**src/rtl/pulse_shaper_width.sv**
```systemverilog
// Per-channel pulse former: each synchronized rising edge of `in` yields one WIDTH-cycle pulse
// followed by DEAD cycles of dead time, with saturating accepted/rejected edge counters.
module pulse_shaper_width #(
  parameter int WIDTH  = 40,
  parameter int DEAD   = 80,
  parameter int RETRIG = 0,
  parameter int CW     = 32
) (
  input  logic          clk,
  input  logic          rst,
  input  logic          in,
  input  logic          clr_cnt,
  output logic          out,
  output logic          busy,
  output logic [CW-1:0] acc_cnt,
  output logic [CW-1:0] rej_cnt
);

  localparam int WW = $clog2(WIDTH + 1);
  localparam int DW = (DEAD < 1) ? 1 : $clog2(DEAD + 1);
  localparam logic [WW-1:0] W_LOAD = WW'(WIDTH - 1);
  localparam logic [DW-1:0] D_LOAD = DW'((DEAD > 0) ? DEAD - 1 : 0);

  typedef enum logic [1:0] {ST_IDLE, ST_HIGH, ST_DEAD} state_t;

  state_t          state_q, state_d;
  logic            sync1_q, sync1_d;
  logic            in_s_q, in_s_d;
  logic            in_d_q, in_d_d;
  logic [1:0]      prime_q, prime_d;
  logic [WW-1:0]   wcnt_q, wcnt_d;
  logic [DW-1:0]   dcnt_q, dcnt_d;
  logic            out_q, out_d;
  logic            busy_q, busy_d;
  logic [CW-1:0]   acc_q, acc_d;
  logic [CW-1:0]   rej_q, rej_d;
  logic            edge_det;
  logic            acc_inc;
  logic            rej_inc;

  always_comb begin
    sync1_d  = in;
    in_s_d   = sync1_q;
    // in_d is held high until the synchronizer has been refilled with real samples, so an
    // input already high at reset release cannot fake an edge from the zeroed sync flops.
    prime_d  = {prime_q[0], 1'b1};
    in_d_d   = prime_q[1] ? in_s_q : 1'b1;
    edge_det = in_s_q & ~in_d_q;

    state_d  = state_q;
    wcnt_d   = wcnt_q;
    dcnt_d   = dcnt_q;
    acc_inc  = 1'b0;
    rej_inc  = 1'b0;

    case (state_q)
      ST_IDLE: begin
        if (edge_det) begin
          state_d = ST_HIGH;
          wcnt_d  = W_LOAD;
          acc_inc = 1'b1;
        end
      end
      ST_HIGH: begin
        if (edge_det && (RETRIG != 0)) begin
          wcnt_d  = W_LOAD;
          acc_inc = 1'b1;
        end else begin
          rej_inc = edge_det;
          if (wcnt_q == '0) begin
            if (DEAD == 0) begin
              state_d = ST_IDLE;
            end else begin
              state_d = ST_DEAD;
              dcnt_d  = D_LOAD;
            end
          end else begin
            wcnt_d = wcnt_q - WW'(1);
          end
        end
      end
      ST_DEAD: begin
        rej_inc = edge_det;
        if (dcnt_q == '0) begin
          state_d = ST_IDLE;
        end else begin
          dcnt_d = dcnt_q - DW'(1);
        end
      end
      default: state_d = ST_IDLE;
    endcase

    out_d  = (state_d == ST_HIGH);
    busy_d = (state_d != ST_IDLE);

    acc_d = acc_q;
    rej_d = rej_q;
    if (acc_inc && (acc_q != '1)) acc_d = acc_q + CW'(1);
    if (rej_inc && (rej_q != '1)) rej_d = rej_q + CW'(1);
    if (clr_cnt) begin
      acc_d = '0;
      rej_d = '0;
    end
  end

  always_ff @(posedge clk) begin
    if (rst) begin
      state_q <= ST_IDLE;
      sync1_q <= 1'b0;
      in_s_q  <= 1'b0;
      in_d_q  <= 1'b1;
      prime_q <= 2'b00;
      wcnt_q  <= '0;
      dcnt_q  <= '0;
      out_q   <= 1'b0;
      busy_q  <= 1'b0;
      acc_q   <= '0;
      rej_q   <= '0;
    end else begin
      state_q <= state_d;
      sync1_q <= sync1_d;
      in_s_q  <= in_s_d;
      in_d_q  <= in_d_d;
      prime_q <= prime_d;
      wcnt_q  <= wcnt_d;
      dcnt_q  <= dcnt_d;
      out_q   <= out_d;
      busy_q  <= busy_d;
      acc_q   <= acc_d;
      rej_q   <= rej_d;
    end
  end

  assign out     = out_q;
  assign busy    = busy_q;
  assign acc_cnt = acc_q;
  assign rej_cnt = rej_q;

endmodule

```
**config.mk**
```make
export PLATFORM = sky130hd
export DESIGN_NAME = pulse_shaper_width
export DESIGN_NICKNAME = d
export VERILOG_FILES = /design/src/rtl/pulse_shaper_width.sv
export SDC_FILE = /design/constraint.sdc
export NUM_CORES = 1
export LEC_CHECK = 0
export ABC_AREA = 1
export CAP_MARGIN = 30
export CORE_MARGIN = 1
export CORE_UTILIZATION = 51
export CTS_BUF_LIST = sky130_fd_sc_hd__clkbuf_8
export DETAILED_ROUTE_END_ITERATION = 12
export PLACE_DENSITY = 0.73
export SLEW_MARGIN = 20
export SYNTH_ARGS = -nofsm -noshare
export SYNTH_HDL_FRONTEND = slang
export SYNTH_SLANG_ARGS = --single-unit
```
**constraint.sdc**
```tcl
create_clock -name clk -period 2.1 [get_ports clk]
set_input_delay 0.63 -clock clk [delete_from_list [all_inputs] [get_ports clk]]
set_output_delay 0.63 -clock clk [all_outputs]
set_load 0.03 [all_outputs]
```
==> impl_metrics.env <==
export IMPL_antenna_found_initial=0
export IMPL_worst_pin_slew_ns=0.472
export IMPL_core_mm2=0.00986
export IMPL_finalSetupViolCount=0
export IMPL_antennaDiodeCount=0
export IMPL_grt_start_max_net_pins=28
export IMPL_synth_top_flop_cell="dfxtp_1"
export IMPL_dp_hpwl_um=10000
export IMPL_fin_skew_ns=0.0128
export IMPL_cp_cell_sequence="clkdlybuf4s50_1"
export IMPL_vdd_ir_drop_max_uv=319
export IMPL_power_density_mw_per_mm2=494
export IMPL_final_seq_area_mm2=0.00172
export IMPL_die_h_um=103
export IMPL_clock_sinks=86
export IMPL_htreeDepth=3
export IMPL_areaGrowthSynthToFinish_pct=19.2
export IMPL_crit_slowest_cell="clkdlybuf4s50_1"
export IMPL_gp_congestion=0.921
export IMPL_syn_cell_area_mm2=0.00523
export IMPL_p_leak_nw=2.77
export IMPL_yosys_area_top_type_share_pct=32.9
export IMPL_yosys_area_top_type="dfxtp_1"
export IMPL_switching_share_pct=22.8
export IMPL_viasPerCell=5.18
export IMPL_cts_clk_slew_worst_paths_ns=0.09
export IMPL_initial_core_util_pct=53.0
export IMPL_holdCritPathClass="reg2reg"
export IMPL_power_frac_comb_pct=3.5
export IMPL_hold_violations=0
export IMPL_drv_cap=0
export IMPL_syn_area_per_cell_um2=6.44
export IMPL_period_needed_ns=2.03
export IMPL_dr_pass1_iters=5
export IMPL_post_route_drc_count=0
export IMPL_io_buffers=69
export IMPL_critPathCaptureType="output port"
export IMPL_cts_tree="done"
export IMPL_synth_distinct_cells=36
export IMPL_min_period_over_period_pct=96.8
export IMPL_slew_violations=0
export IMPL_grt_pass1_wl_um=21200
export IMPL_crit_type="reg2out"
export IMPL_synth_area_leaders="dfxtp_1 (33%), nand2_1 (15%), nor2_1 (11%)"
export IMPL_ys_ff_latch=86
export IMPL_drive_above_1_share_pct=9.84
export IMPL_crit_required_ns=1.47
export IMPL_p_sw_mw=0.702
export IMPL_rsz0062_at_grt="false"
export IMPL_vias=5318
export IMPL_hold_buffers=0
export IMPL_cts_buffer_depth=2
export IMPL_cpPeakStageDelay_ns=0.67
export IMPL_arrival_ns=1.40
export IMPL_synth_edff_count=0
export IMPL_grt_overflow_total=0
export IMPL_ant_nets=0
export IMPL_max_freq_ghz=0.492
export IMPL_insertion_delay_ns=0.38
export IMPL_cts_buffers=9
export IMPL_grt_use_total_pct=25.7
export IMPL_final_nets=902
export IMPL_crit_buf_inv=1
export IMPL_tns_ns=0
export IMPL_status="completed"
export IMPL_ys_async_sr_fraction_pct=0
export IMPL_crit_family="buffers and inverters"
export IMPL_p_clk_share_pct=43.1
export IMPL_grt_pass1_vias=4676
export IMPL_dieArea_mm2=0.0107
export IMPL_cp_max_fo=2
export IMPL_finalPower_mw=3.08
export IMPL_drtIter0Drc=243
export IMPL_rows=36
export IMPL_dieWidth_um=103
export IMPL_cts_root_buffer="clkbuf_8"
export IMPL_synthCells=812
export IMPL_slew_limit_headroom_pct=68.4
export IMPL_critPathLaunchType="flop"
export IMPL_drt_total_wl_um=13100
export IMPL_syn_num_nets=825
export IMPL_num_fill_cells=981
export IMPL_ios=70
export IMPL_yosysWarningCount=0
export IMPL_seqPwrFrac_pct=53.4
export IMPL_power_internal_mw=2.38
export IMPL_multi_input_area_mm2=0.00304
export IMPL_wire_per_inst_um=12.8
export IMPL_yosysSeqAreaShare_pct=32.9
worst reg2reg max path, stage by stage (launching register included):
cell	delay, ns
dfxtp_1	0.34
inv_1	0.11
ha_1	0.25
nand3_4	0.17
nor2_2	0.25
nand2_1	0.19
nor2_1	0.28
nand3_1	0.10
nand2_1	0.07
nor2_1	0.04
placed cells by master, fill, tap and decap left out, types with 5 or more instances in the layout:
master	count
nand2_1	212
nor2_1	157
inv_1	90
dfxtp_1	86
nand3_1	72
dlygate4sd2_1	57
a21oi_1	48
nand4_1	20
o21ai_0	14
buf_4	14
nor2_4	13
a21oi_2	10
clkbuf_8	10
nand2_2	9
nor3_1	9
ha_1	9
nand3_2	8
clkdlybuf4s50_1	7
nor2_2	6
dlymetal6s2s_1	5
routing by layer:
| metal | GRT usage (%) | vias up | routed length (µm) |
|---|---|---|---|
| li1 | - | 2739 | - |
| met1 | 32.9 | 2406 | 6020 |
| met2 | 42.7 | 144 | 6120 |
| met3 | 4.30 | 29 | 620 |
| met4 | 11.3 | 0 | 355 |
| met5 | 0 | - | 0 |
cells by family (layout without fill, tap and decap cells):
kind of cell             after synthesis  after routing  share of synthesized area [%]
flip-flops                            86             86                           32.9
XOR/XNOR                               6              6                           1.00
AO/OA/AOI/OAI                         75             75                           8.03
adder cells (fa/ha/maj)                9              9                           2.15
buffers and inverters                109            191                           9.09
AND/OR/NAND/NOR                      527            527                           46.8
cells in the mapped netlist, types with 8 or more instances:
cell,n
nand2_1,212
nor2_1,158
inv_1,89
dfxtp_1,86
nand3_1,72
a21oi_1,48
nand4_1,20
o21ai_0,14
nor2_4,12
a21oi_2,10
ha_1,9
nand2_2,9
nor3_1,9
buf_2,8
nand3_2,8
registers in the layout, summed over array words and instances (netlist names), 2 cells and up:
signal	cells
prime_q	2
rej_cnt	32
state_q	2
wcnt_q	6
dcnt_q	7
acc_cnt	32
power by group through the flow:
stage	clock, mW	combinational, mW	sequential (mW)
after floorplan	0	0.0756	1.68
after global placement	0	0.106	1.68
after detailed placement	0	0.108	1.68
after CTS	1.35	0.108	1.64
after global routing	1.42	0.123	1.65
final	1.33	0.109	1.64
through the flow:
stage,std cells,hold slack (ns),area [µm²],util (%),worst slack (ns)
final,1027,0.377,6240,63.2,0.0682
after global routing,1027,0.388,6240,63.2,0.0120
after CTS,1027,0.380,6220,63.1,0.000708
after detailed placement,1011,0.358,6070,61.6,0.157
after global placement,1011,0.357,6070,61.6,0.252
after floorplan,812,0.351,5230,-,0.277
cell type report:
type	instances	area share (%)
Tap cell	133	2.67
Timing Repair Buffer	83	11.8
Inverter	92	5.54
Clock inverter	6	1.38
Clock buffer	10	2.21
Multi-Input combinational cell	617	48.8
Sequential cell	86	27.6
repair_timing:
action                                  4_1_cts  5_1_grt
gates cloned                                  0        0
pin swaps                                     0        0
gates resized for setup                      57        5
endpoints found under the setup margin       57        5
setup buffers                                 0        0
worst paths after layout:
path,cells past startpoint,end,slack (ns),start
max,1,rej_cnt[28],0.07,rej_cnt[28]
min,1,in_d_q,0.38,prime_q[1]
max reg2reg,9,acc_cnt[22],0.19,state_q[1]
min reg2reg,1,in_d_q,0.38,prime_q[1]
(Power assumes the default switching activity.)
